$ cat src/rtl/jamma_joy_reader.sv
// Serial reader for the JAMMA/DB9 joystick shift-register chain.
// Generates chain clock/load, demuxes 24 bits into two debounced active-low player words.
module jamma_joy_reader #(
    parameter int CLK_DIV         = 16,
    parameter int DEBOUNCE_FRAMES = 2
) (
    input  logic        I_CLK,
    input  logic        I_RESET,
    output logic        JOY_CLK,
    output logic        JOY_LOAD,
    input  logic        JOY_DATA,
    output logic [11:0] O_JOY1,
    output logic [11:0] O_JOY2,
    output logic        O_FRAME_DONE,
    output logic        O_UPDATED
);

    localparam int DIV_W = (CLK_DIV > 1) ? $clog2(CLK_DIV) : 1;
    localparam int MC_W  = (DEBOUNCE_FRAMES > 1) ? $clog2(DEBOUNCE_FRAMES) : 1;
    localparam logic [DIV_W-1:0] DIV_LAST  = DIV_W'(CLK_DIV - 1);
    localparam logic [MC_W-1:0]  MC_LAST   = MC_W'(DEBOUNCE_FRAMES - 1);
    localparam logic [4:0]       LAST_SLOT = 5'd25;

    typedef struct packed {
        logic       valid;
        logic       p2;
        logic [3:0] idx;
    } slot_dst_t;

    // Slots 2..17 carry bits 8,6..0 of J1 then J2; slots 18..25 carry 10,11,9,7 of J2 then J1.
    function automatic slot_dst_t slot_map(input logic [4:0] s);
        slot_dst_t  d;
        logic [2:0] pos;
        d   = '0;
        pos = '0;
        if (s >= 5'd2 && s <= 5'd17) begin
            d.valid = 1'b1;
            d.p2    = (s >= 5'd10);
            pos     = d.p2 ? 3'(s - 5'd10) : 3'(s - 5'd2);
            d.idx   = (pos == 3'd0) ? 4'd8 : {1'b0, 3'd7 - pos};
        end else if (s >= 5'd18 && s <= 5'd25) begin
            d.valid = 1'b1;
            d.p2    = (s <= 5'd21);
            case (s[1:0])
                2'd2:    d.idx = 4'd10;
                2'd3:    d.idx = 4'd11;
                2'd0:    d.idx = 4'd9;
                default: d.idx = 4'd7;
            endcase
        end
        return d;
    endfunction

    logic             data_meta, data_sync;
    logic [DIV_W-1:0] div_cnt;
    logic [4:0]       slot, slot_nxt;
    logic [11:0]      shadow1, shadow2, sh1_nxt, sh2_nxt;
    logic [11:0]      prev1, prev2;
    logic [MC_W-1:0]  match_cnt, match_nxt;
    logic             primed, rise, frame_end, same, commit;
    slot_dst_t        dst;

    assign rise      = (div_cnt == DIV_LAST) && !JOY_CLK;
    assign frame_end = rise && (slot == LAST_SLOT);
    assign slot_nxt  = (slot == LAST_SLOT) ? 5'd0 : slot + 5'd1;
    assign dst       = slot_map(slot);

    // NOTE: every variable written here gets a default first, so no path can infer a latch.
    always_comb begin
        sh1_nxt = shadow1;
        sh2_nxt = shadow2;
        if (rise && dst.valid) begin
            if (dst.p2) sh2_nxt[dst.idx] = data_sync;
            else        sh1_nxt[dst.idx] = data_sync;
        end
    end

    assign same      = ({sh1_nxt, sh2_nxt} == {prev1, prev2});
    assign match_nxt = !same ? '0 : (match_cnt == MC_LAST) ? match_cnt : match_cnt + 1'b1;
    assign commit    = (match_nxt == MC_LAST);

    // NOTE: sequential state uses non-blocking assignments so every flop samples pre-edge values.
    always_ff @(posedge I_CLK or posedge I_RESET) begin
        if (I_RESET) begin
            data_meta <= 1'b1;
            data_sync <= 1'b1;
            div_cnt   <= '0;
            JOY_CLK   <= 1'b0;
            JOY_LOAD  <= 1'b1;
            slot      <= LAST_SLOT;
            shadow1   <= 12'hFFF;
            shadow2   <= 12'hFFF;
        end else begin
            data_meta <= JOY_DATA;
            data_sync <= data_meta;
            if (div_cnt == DIV_LAST) begin
                div_cnt <= '0;
                JOY_CLK <= !JOY_CLK;
            end else begin
                div_cnt <= div_cnt + 1'b1;
            end
            if (rise) begin
                slot     <= slot_nxt;
                JOY_LOAD <= (slot_nxt != 5'd0);
                shadow1  <= sh1_nxt;
                shadow2  <= sh2_nxt;
            end
        end
    end

    // The first frame end after reset closes a partial frame and is only used to arm the reader.
    always_ff @(posedge I_CLK or posedge I_RESET) begin
        if (I_RESET) begin
            primed       <= 1'b0;
            match_cnt    <= '0;
            prev1        <= 12'hFFF;
            prev2        <= 12'hFFF;
            O_JOY1       <= 12'hFFF;
            O_JOY2       <= 12'hFFF;
            O_FRAME_DONE <= 1'b0;
            O_UPDATED    <= 1'b0;
        end else begin
            O_FRAME_DONE <= 1'b0;
            O_UPDATED    <= 1'b0;
            if (frame_end) begin
                if (!primed) begin
                    primed <= 1'b1;
                end else begin
                    O_FRAME_DONE <= 1'b1;
                    match_cnt    <= match_nxt;
                    prev1        <= sh1_nxt;
                    prev2        <= sh2_nxt;
                    if (commit) begin
                        O_JOY1    <= sh1_nxt;
                        O_JOY2    <= sh2_nxt;
                        O_UPDATED <= ({sh1_nxt, sh2_nxt} != {O_JOY1, O_JOY2});
                    end
                end
            end
        end
    end

endmodule

$ cat config.mk
export PLATFORM = sky130hd
export DESIGN_NAME = jamma_joy_reader
export DESIGN_NICKNAME = d
export VERILOG_FILES = /design/src/rtl/jamma_joy_reader.sv
export SDC_FILE = /design/constraint.sdc
export NUM_CORES = 1
export LEC_CHECK = 0
export BUFFER_PORTS_ARGS = -buffer_cell sky130_fd_sc_hd__buf_2
export CAP_MARGIN = 30
export CORE_MARGIN = 2
export CORE_UTILIZATION = 55
export CTS_BUF_LIST = sky130_fd_sc_hd__clkbuf_4 sky130_fd_sc_hd__clkbuf_8 sky130_fd_sc_hd__clkbuf_16
export DETAILED_ROUTE_END_ITERATION = 8
export PLACE_DENSITY = 0.86
export SYNTH_ARGS = -nofsm -noshare
export SYNTH_HDL_FRONTEND = slang
export SYNTH_SLANG_ARGS = --single-unit
$ cat constraint.sdc
create_clock -name I_CLK -period 4.5 [get_ports I_CLK]
set_clock_uncertainty 0.1 [all_clocks]
set_input_delay 0.45 -clock I_CLK [delete_from_list [all_inputs] [get_ports I_CLK]]
set_output_delay 0.45 -clock I_CLK [all_outputs]
set_load 0.1 [all_outputs]
==> Word-level counts from Yosys, hierarchy flattened <==
Index checks and enable logic that the tools add are counted.
{ "totals": {"in_bits": 3, "register_bits": 89, "output_inout_bits": 28, "word_cells": 70} }
{ "classes": {"reduce_logical": 12, "n_lt_le_gt_ge": 8, "mux": 22, "addsub": 6, "eq_ne": 6} }
{ "ops": {"columns": ["cell", "n"], "rows": [
  ["$mux 12", 4],
  ["$bwmux 12", 2],
  ["$eq 24x24->1", 1],
  ["$ne 24x24->1", 1],
  ["$le 5x5->1 const B", 3],
  ["$mux 6", 2],
  ["$pmux 4 s3", 1],
  ["$mux 1", 8],
  ["$mux 4", 2],
  ["$logic_and 1x1->1", 6],
  ["$sub 3x2->3 const B", 2],
  ["$add 5x1->5 const B", 1],
  ["$eq 5x5->1 const B", 1],
  ["$ge 5x2->1 const B", 1],
  ["$ge 5x4->1 const B", 1],
  ["$ge 5x5->1 const B", 1],
  ["$lt 4x5->1 const B", 1],
  ["$mux 5", 1],
  ["$reduce_bool 5->1", 1],
  ["$add 4x1->4 const B", 1],
  ["$demux 1 s4", 1],
  ["$eq 2x2->1 const B", 2],
  ["$eq 4x4->1 const B", 1],
  ["$ge 4x1->1 const B", 1],
  ["other kinds (8)", 8]
]} }

==> Depth between registers and ports, before layout <==
Gate-level depths: netlist (run 1).
{ "depth": {"word_depth": 17, "mapped_depth": 16, "ltp_nobuf": 13} }

==> Worst setup path before layout (run 1) <==
No wires, ideal clock.
{ "synth_timing": {"kind": "register to register", "startpoint": "register slot[0]", "endpoint": "register O_JOY1[0]", "required_ns": 4.318, "slack_ns": 0.319, "n_path_buf": 3, "synth_period_minus_slack_ns": 4.181, "setup_time_ns": 0.082, "arrival_time_ns": 3.999, "path_stages_with_launch": 15, "path_cell_list": "dfstp_2 buf_2 inv_1 ha_1 clkbuf_1 a2111oi_0 nor4_4 a2111oi_0 mux2_2 xnor2_1 nand3_1 nor4_2 nand4_4 buf_6 mux2_4"} }
{ "synth_via": {"elab_chain_len": 15, "elab_cells_between_ends": 37, "cone_classes": "add/sub: 3; order compare: 8; eq/ne: 4; mux: 14; reduce/logical: 8"} }
{ "synth_lines": {"columns": ["element", "line", "text"], "rows": [
  ["from (decl)", "56", "logic [4:0] slot, slot_nxt;"],
  ["from (signal assigned)", "103", "slot <= slot_nxt;"],
  ["$ge 5x4->1 / $sub 3x2->3 (equally long branches)", "38, 39", null],
  ["$mux 3", "39", "pos = d.p2 ? 3'(s - 5'd10) : 3'(s - 5'd2);"],
  ["$sub 3x3->3 / $logic_not 3->1 (equally long branches)", "40", "d.idx = (pos == 3'd0) ? 4'd8 : {1'b0, 3'd7 - pos};"],
  ["$mux 4", "40", null],
  ["$mux 6", "36", "if (s >= 5'd2 && s <= 5'd17) begin"],
  ["$lt 4x5->1 (not written as such) / $ge 4x1->1 (equally long branches)", "73, 74", null],
  ["$logic_and 1x1->1 (not written as such)", "73, 74", null],
  ["$mux 1 (not written as such)", "73, 74", null],
  ["$demux 1 s4", "73, 74", null],
  ["$bwmux 12, on equally long branches", "73, 74", null],
  ["$mux 12", "73", "if (dst.p2) sh2_nxt[dst.idx] = data_sync;"],
  ["$mux 12", "72", "if (rise && dst.valid) begin"],
  ["$eq 24x24->1", "78", "assign same = ({sh1_nxt, sh2_nxt} == {prev1, prev2});"],
  ["$mux 1", "79", "assign match_nxt = !same ? '0 : (match_cnt == MC_LAST) ? match_cnt : match_cnt + 1'b1;"],
  ["$reduce_and 3->1 (no line)", null, null],
  ["to (signal assigned)", "134", "O_JOY1 <= sh1_nxt;"],
  ["to (decl)", "12", "output logic [11:0] O_JOY1,"]
]} }
Parallel ways exist; a longest one is shown, timed or not.
A chain may end at the register's enable or synchronous reset.

==> Worst setup path after layout (run 1) <==
{ "layout_timing": {"startpoint": "register slot[1]", "endpoint": "register O_JOY2[8]"} }
{ "layout_via": {"elab_chain_len": 15, "elab_cells_between_ends": 37, "cone_classes": "add/sub: 3; order compare: 8; eq/ne: 4; mux: 14; reduce/logical: 8"} }
{ "layout_lines": {"columns": ["element", "line", "text"], "rows": [
  ["$ge 5x4->1 / $sub 3x2->3 (equally long branches)", "38, 39", null],
  ["$mux 3", "39", null],
  ["$sub 3x3->3 / $logic_not 3->1 (equally long branches)", "40", null],
  ["$mux 4", "40", null],
  ["$mux 6", "36", null],
  ["$lt 4x5->1 (not written as such) / $ge 4x1->1 (equally long branches)", "73, 74", null],
  ["$logic_and 1x1->1 (not written as such)", "73, 74", null],
  ["$mux 1 (not written as such)", "73, 74", null],
  ["$demux 1 s4", "73, 74", null],
  ["$bwmux 12, on equally long branches", "73, 74", null],
  ["$mux 12", "73", null],
  ["$mux 12", "72", null],
  ["$eq 24x24->1", "78", null],
  ["$mux 1", "79", null],
  ["$reduce_and 3->1 (no line)", null, null],
  ["to (signal assigned)", "135", "O_JOY2 <= sh2_nxt;"],
  ["to (decl)", "13", "output logic [11:0] O_JOY2,"]
]} }
Parallel ways exist; a longest one is shown, timed or not.

==> metrics.txt, run 1 <==
EDFF count, synth 0; CTS tree yes; worst path required time 4.69 ns; clock network fraction of total power 45.0%; Commonest cells post-synth dfstp_2, nand2_1, inv_1; DIE AREA 10200 sq um; Logic pwr share 1.4%; Reg power frac 53.6%; Setup WS post-layout 0.255 ns; DR vias/cell 6.02; All-Layer GR Usage 25.2%; via count 3892; syn nets 496; first-pass GRT wire length 19.8 mm; clock insertion delay at the later pin of the skew report 0.36 ns; Critical Path AT 4.44 ns; Hold WS 0.0194 ns; Primary FF master, synth dfstp_2; vias in the first global route 3884; Core ar. 9150 sq um; area share of the leading cell type in the synthesized netlist 39.8%; Max-Cap Viols 0; Netlist Area Pre-Place 5150 sq um; Post-DP HPWL 8.48 mm; RePlAce Congestion 0.952; internal power 1.18 mW; Buf/Inv on CP 2; largest net degree at the start of global routing 36; grt total ovfl 0; row cnt 35; share of cells above drive strength 1 40.0%; Die Width 101 microns; Worst Setup End Kind flip-flop; Ys Warns 0; final core utilization 63.9%; Design Power 1.49 mW; Final Setup Violations 0; DR iter-0 viols 230; post-place setup slack 0.104 ns; DRC 0; clk slew on worst S/H paths 0.09 ns; CTS Buf Count 9; min-delay worst type in2async; IO Port Bufs 30; sequential-to-total area share from yosys stat 44.7%; sw frac 21.1%; I/O pin cnt 31; most frequent cell after synthesis dfstp_2; Initial Util 56.3%; Clock Sinks 88; drt wl/cell 18.7 microns; critical path's top delay family simple AND/OR/NAND/NOR gates; CP max stage delay 0.47 ns; initial antenna violation count 0; hold_buf cts 0; Worst Tran Pin Value 0.623 ns; final worst path period need 4.24 ns; Syn Area/Cell 10.7 sq um; largest fanout on the critical path 16; slowest library cell on the worst path a2111oi_1; sw power 315 uW; leakage power 2.61 nW; layout net count 543; f_max 236 MHz; Max Transition Viols Final 0; post-synthesis async set-or-reset flop share 100%; Hold Fails Final Rpt 0; post-route ant nets 0; 1st-pass router iterations 6; final WL 12.1 mm; crit path cell chain inv_1 -> ha_2 -> nor2b_1 -> a21oi_1 -> o221a_2 -> nor2_1 -> a21oi_1 -> a2111oi_1 -> nand4_1 -> nor4_2 -> nand4_4 -> buf_4 -> mux2_4; cell taking the most area after synthesis dfstp_2; WS Path Type reg2reg; Most common cell on crit path a21oi_1; post-route cell area 5840 sq um; worst IR drop on VDD 0.000186 V; pwr dens 256 nW/um^2; Antenna diodes 0; htree depth 3; placed cell area 5510 sq um; cell count after synthesis 483; fin crit share 94.3%; ranking of synthesized cells by area dfstp_2, dfrtp_1, mux2_4; CTS Root Buffer Type clkbuf_8; area delta synth->final 13.5%; Yosys cell types 64; status finished clean; Worst Setup Start Kind flip-flop; maximum clock path buffer count 2; chip height 101 microns; Max-slew headroom 58.4%; post-synthesis sequential element count 88
[worst reg2reg max path: stages, from the launching register on]
cell and delay [ns]:
dfrtp_1 0.39, inv_1 0.21, ha_2 0.32, nor2b_1 0.33, a21oi_1 0.21, o221a_2 0.33, nor2_1 0.33, a21oi_1 0.15
a2111oi_1 0.47, nand4_1 0.21, nor4_2 0.39, nand4_4 0.14, buf_4 0.27, mux2_4 0.34
[layout make-up]
class	instances	area [sq um]
fill	704	3310
multi-input combinational	345	2690
sequential	88	2300
timing repair buffer	53	348
tap	111	139
clock buffer	10	131
inverter	33	125
clock inverter	6	116
[through the flow]
step / setup TNS (ns) / cells
after detailed placement: 0 / 627
after global placement: 0 / 626
final: 0 / 646
after CTS: 0 / 643
after global routing: -0.00167 / 646
after floorplan: 0 / 483
[metal layers]
metal / part of all wire, % / global-route usage, % / vias up
li1: - / - / 1809
met1: 42 / 32.8 / 1946
met2: 51 / 41.8 / 113
met3: 4.4 / 4.79 / 24
met4: 2.1 / 9.48 / 0
met5: 0 / 0 / -
[cell usage in the layout (no fill, tap or decap), drive strengths merged, types with 5 or more instances in the layout]
master / n
nand2b: 10
o21ai: 29
and2: 5
a211oi: 10
a2111oi: 7
xnor2: 23
buf: 53
dfstp: 78
dfrtp: 10
nand3: 11
ha: 10
nor3: 9
nor4: 13
nor2b: 12
nand2: 42
nand3b: 6
mux2i: 18
mux2: 37
inv: 33
nor2: 18
xor2: 17
a21oi: 14
clkbuf: 10
nand4: 9
[path summary, 6_finish.rpt]
path | from | to | slack (ns) | cells after the start
setup / recovery | slot[1]$_DFFE_PP0P_ | O_JOY2[8]$_DFFE_PP1P_ | 0.26 | 13
hold / removal | I_RESET | O_UPDATED$_DFF_PP0_ | 0.02 | 2
setup reg to reg | slot[1]$_DFFE_PP0P_ | O_JOY2[8]$_DFFE_PP1P_ | 0.26 | 13
hold reg to reg | data_meta$_DFF_PP1_ | data_sync$_DFF_PP1_ | 0.26 | 0
max in group asynchronous | I_RESET | shadow2[7]$_DFFE_PP1P_ | 3.52 | 3
min in group I_CLK | JOY_DATA | data_meta$_DFF_PP1_ | 0.08 | 1
[logic make-up after synthesis]
group | share of synthesized area (%)
AOI/OAI and AO/OA | 12.4
buffers and inverters | 4.28
adders and majority gates | 2.43
xor gates and xnor gates | 6.80
and+or+nand+nor | 16.7
DFF | 44.7
muxes | 12.8
[power groups by stage]
stage	clock (mW)	sequential, mW	combinational, mW
final	0.673	0.801	0.0206
after global routing	0.717	0.801	0.0240
after CTS	0.682	0.801	0.0215
after detailed placement	0	0.813	0.0216
after global placement	0	0.813	0.0187
after floorplan	0	0.808	0.0155
[state kept, by name, indices dropped and copies added (netlist names)]
name / flops
JOY_CLK: 1
JOY_LOAD: 1
O_FRAME_DONE: 1
O_JOY1: 12
O_JOY2: 12
O_UPDATED: 1
data_meta: 1
data_sync: 1
div_cnt: 4
prev1: 12
prev2: 12
primed: 1
shadow1: 12
shadow2: 12
slot: 5
[repair_timing]
item                       in CTS  in global routing
setup buffers                   0                  3
gates resized for setup         0                 15
setup endpoints to repair       0                 25
Note: power is estimated with default switching activity, not from simulation.
==> run 2: changes to the inputs <==
==> constraint.sdc (replaced) <==
create_clock -name I_CLK -period 4.5 [get_ports I_CLK]
set_clock_uncertainty 0.1 [all_clocks]
set_input_delay 0.675 -clock I_CLK [delete_from_list [all_inputs] [get_ports I_CLK]]
set_output_delay 0.675 -clock I_CLK [all_outputs]
set_load 0.1 [all_outputs]
==> metrics.txt, run 2 (synthesis results as in run 1) <==
leakage power 2.55 nW; internal power 1.00 mW; largest net degree at the start of global routing 55; initial antenna violation count 0; most common cell after layout, fill and taps aside dfstp_2; Antenna diodes 0; Die Width 101 microns; worst IR drop on VDD 0.000175 V; placed cells 628; Clock Sinks 88; sw power 327 uW; DIE AREA 10200 sq um; htree depth 3; Core ar. 9150 sq um; layout net count 541; Initial Util 56.3%; status finished clean; clock insertion delay at the later pin of the skew report 0.37 ns; Layout fillers 707; Worst Setup Start Kind flip-flop; grt total ovfl 0; RSZ-0062 raised after global routing no; Hold WS 0.260 ns; worst path required time 4.70 ns; Worst Tran Pin Value 0.891 ns; min-delay worst type reg2reg; IO Port Bufs 30; pwr dens 233 nW/um^2; sw frac 24.6%; clk slew on worst S/H paths 0.10 ns; first-pass GRT wire length 19.7 mm; f_max 231 MHz; Worst Setup End Kind flip-flop; CTS Root Buffer Type clkbuf_8; All-Layer GR Usage 25.2%; WS Path Type reg2reg; Final Non-Filler Cells 643; share of cells above drive strength 1 38.9%; clock network fraction of total power 38.4%; Max-slew headroom 40.5%; setup TNS 0 ns; row cnt 35; Hold Fails Final Rpt 0; Logic pwr share 1.4%; final worst path period need 4.33 ns; Post-DP HPWL 8.62 mm; drt wl/cell 18.7 microns; largest fanout on the critical path 16; fin crit share 96.2%; 1st-pass router iterations 5; vias in the first global route 3837; Reg power frac 60.2%; Final Setup Violations 0; Max-Cap Viols 0; most frequent cells in the layout dfstp_2, nand2_1, buf_2; DR vias/cell 6.03; Max Transition Viols Final 0; I/O pin cnt 31; area delta synth->final 10.7%; CTS tree yes; maximum clock path buffer count 2; via count 3877; DR iter-0 viols 337; Critical Path AT 4.53 ns; final WL 12.0 mm; RePlAce Congestion 0.928; DRC 0; CTS Buf Count 9; chip height 101 microns; post-route ant nets 0
## run 2: area by class of cell
class / count / area, sq um / area share (%)
clock buffers: 9 / 124 / 2.17
clock inverters: 6 / 51.3 / 0.900
inverters: 33 / 125 / 2.19
multi-input cells: 345 / 2660 / 46.6
flip-flops and latches: 88 / 2300 / 40.3
well taps: 111 / 139 / 2.44
repair buffers: 51 / 308 / 5.40
## run 2: timing repair
item | in CTS | in global routing
gates resized for setup | 0 | 7
hold buffers | 0 | 0
setup endpoints to repair | 0 | 19
setup buffers | 0 | 0
## run 2: path summary, 6_finish.rpt
kind / startpoint / cells past startpoint / slack, ns / to
max: slot[1]$_DFFE_PP0P_ / 14 / 0.17 / O_JOY2[8]$_DFFE_PP1P_
min: data_meta$_DFF_PP1_ / 0 / 0.26 / data_sync$_DFF_PP1_
max reg2reg: slot[1]$_DFFE_PP0P_ / 14 / 0.17 / O_JOY2[8]$_DFFE_PP1P_
min reg2reg: data_meta$_DFF_PP1_ / 0 / 0.26 / data_sync$_DFF_PP1_
max in group asynchronous: I_RESET / 3 / 2.95 / shadow2[11]$_DFFE_PP1P_
min in group asynchronous: I_RESET / 2 / 0.37 / div_cnt[0]$_DFF_PP0_
## run 2: worst max-delay path, stage by stage, from the launching register on
cell      delay (ns)
dfrtp_1         0.35
inv_1           0.12
ha_1            0.31
buf_4           0.19
nor2b_1         0.16
or3_1           0.32
a2111o_1        0.45
nor4_1          0.28
mux2_2          0.44
xnor2_1         0.27
nand4_1         0.16
nor4_2          0.35
nand4_4         0.13
buf_4           0.27
mux2_4          0.33
## run 2: through the flow
| step | cell area, sq um | utilization (%) | setup slack [ns] | total power [mW] |
|---|---|---|---|---|
| 4_1_cts | 5680 | 62.0 | 0.192 | 1.34 |
| 3_5_place_dp | 5500 | 60.1 | 0.224 | 0.832 |
| 6_report | 5700 | 62.3 | 0.173 | 1.33 |
| 5_1_grt | 5700 | 62.3 | 0.0117 | 1.38 |
| 3_3_place_gp | 5500 | 60.1 | 0.311 | 0.831 |
| 2_1_floorplan | 5150 | - | 0.319 | 0.824 |
## run 2: per-layer routing
metal / wire length, microns / global-route usage (%)
met2: 5970 / 41.9
met5: 0 / 0
met3: 504 / 4.37
met4: 408 / 11.3
met1: 5150 / 32.2
## run 2: power groups by stage
stage / clock, mW / combinational (mW) / sequential (mW)
floorplan: 0 / 0.0155 / 0.808
global placement: 0 / 0.0182 / 0.813
detailed placement: 0 / 0.0192 / 0.813
CTS: 0.521 / 0.0192 / 0.800
global route: 0.553 / 0.0216 / 0.801
finish: 0.512 / 0.0183 / 0.801
==> run 3: changes to the inputs <==
CORE_ASPECT_RATIO = 0.9   (was unset)
CTS_BUF_LIST = unset   (was sky130_fd_sc_hd__clkbuf_4 sky130_fd_sc_hd__clkbuf_8 sky130_fd_sc_hd__clkbuf_16)
SETUP_SLACK_MARGIN = 0.2   (was unset)
==> metrics.txt, run 3 (synthesis results as in run 1) <==
CTS Buf Count 9; Critical Path AT 4.36 ns; Max-Cap Viols 0; worst path required time 4.70 ns; most common cell after layout, fill and taps aside dfstp_2; initial antenna violation count 0; Core ar. 9130 sq um; row cnt 33; Max Transition Viols Final 0; maximum clock path buffer count 2; largest net degree at the start of global routing 33; IO Port Bufs 30; status finished clean; busiest grt layer met2; vias in the first global route 3843; met2 usage in global routing 41.5%; fin crit share 92.3%; pwr dens 238 nW/um^2; Worst Tran Pin Value 0.687 ns; share of cells above drive strength 1 41.8%; leakage power 2.58 nW; final worst path period need 4.15 ns; area delta synth->final 14.2%; min-delay worst type in2async; DRC 0; met3 usage 4.47%; Worst Setup Start Kind flip-flop; setup TNS 0 ns; RePlAce Congestion 0.908; Final Setup Violations 0; Worst Setup End Kind flip-flop; DR vias/cell 5.89; clk slew on worst S/H paths 0.10 ns; drt wl/cell 18.7 microns; Antenna diodes 0; htree depth 3; I/O pin cnt 31; worst IR drop on VDD 0.000201 V; chip height 95.8 microns; RSZ-0062 raised after global routing no; post-route cell area 5880 sq um; Layout fillers 710; layout net count 544; WS Path Type reg2reg; 1st-pass router iterations 5; post-route ant nets 0; final WL 12.3 mm; CTS Root Buffer Type clkbuf_8; hold_buf cts 0; via count 3876; CTS tree yes; first-pass GRT wire length 19.9 mm; f_max 241 MHz; Initial Util 56.4%; DIE AREA 10200 sq um; Max-slew headroom 53.7%; Hold Fails Final Rpt 0; placed cell area 5540 sq um; DR iter-0 viols 315; Die Width 106 microns; most frequent cells in the layout dfstp_2, nand2_1, buf_2; All-Layer GR Usage 25.7%; Post-DP HPWL 8.75 mm; met1 Track Usage GR 35.0%; grt total ovfl 0; clock insertion delay at the later pin of the skew report 0.38 ns; Clock Sinks 88; largest fanout on the critical path 19
==> run 3: cell types whose count changed in the layout (fill, tap and decap cells not counted), moves of 3 or more <==
cell and delta:
a211oi_1 -4, a2111oi_2 +4, ha_2 +3, ha_1 -3
==> run 3: final cells by class <==
| class | instances | area (sq um) | area share (%) |
|---|---|---|---|
| clock inverters | 6 | 75.1 | 1.28 |
| well taps | 122 | 153 | 2.60 |
| inverters | 33 | 125 | 2.13 |
| repair buffers | 54 | 350 | 5.96 |
| flip-flops and latches | 88 | 2300 | 39.1 |
| clock buffers | 10 | 128 | 2.17 |
| multi-input cells | 345 | 2750 | 46.8 |
==> run 3: worst paths after layout <==
check	start	cells after the start	endpoint	slack, ns
max in group asynchronous	I_RESET	3	prev2[0]$_DFFE_PP1P_	3.32
min reg2reg	data_meta$_DFF_PP1_	0	data_sync$_DFF_PP1_	0.26
max	slot[1]$_DFFE_PP0P_	16	O_JOY1[0]$_DFFE_PP1P_	0.35
min	I_RESET	2	div_cnt[1]$_DFF_PP0_	0.19
max reg2reg	slot[1]$_DFFE_PP0P_	16	O_JOY1[0]$_DFFE_PP1P_	0.35
min in group I_CLK	data_meta$_DFF_PP1_	0	data_sync$_DFF_PP1_	0.26
==> run 3: power by group <==
part / internal, mW / leakage, nW / switching, mW
clock: 0.266 / 0.0994 / 0.314
sequential: 0.796 / 0.930 / 0.00505
combinational: 0.00407 / 1.55 / 0.0164
total: 1.07 / 2.58 / 0.335
==> run 3: critical path: stages, from the launching register on <==
cell and delay (ns):
dfrtp_1 0.40, inv_2 0.10, buf_4 0.13, ha_2 0.23
nand2b_4 0.13, a22o_4 0.30, a2111o_1 0.47, buf_4 0.20
a211oi_4 0.23, mux2i_2 0.32, inv_2 0.10, xnor2_1 0.15
nand3_1 0.15, nor4_4 0.40, nand4_4 0.15, buf_8 0.21
mux2_4 0.31
==> run 3: per-layer routing <==
layer  vias to the layer above  part of all wire (%)
met4                         0                   2.5
met5                         -                     0
met2                       155                    46
li1                       1822                     -
met3                        31                   6.1
met1                      1868                    45
==> run 3: metrics by stage <==
stage | utilization [%] | cells | hold slack [ns] | setup slack [ns] | power (mW)
finish | 64.4 | 658 | 0.194 | 0.345 | 1.40
global route | 64.4 | 658 | 0.233 | 0.224 | 1.44
CTS | 63.1 | 657 | 0.205 | 0.219 | 1.41
detailed placement | 60.7 | 641 | 0.250 | 0.115 | 0.834
global placement | 60.5 | 640 | 0.250 | 0.268 | 0.832
floorplan | - | 483 | 0.245 | 0.319 | 0.824
==> run 3: timing repair <==
item / 4_1_cts / 5_1_grt
setup buffers: 0 / 1
pin swaps: 0 / 1
setup endpoints to repair: 15 / 24
resized for setup: 5 / 26
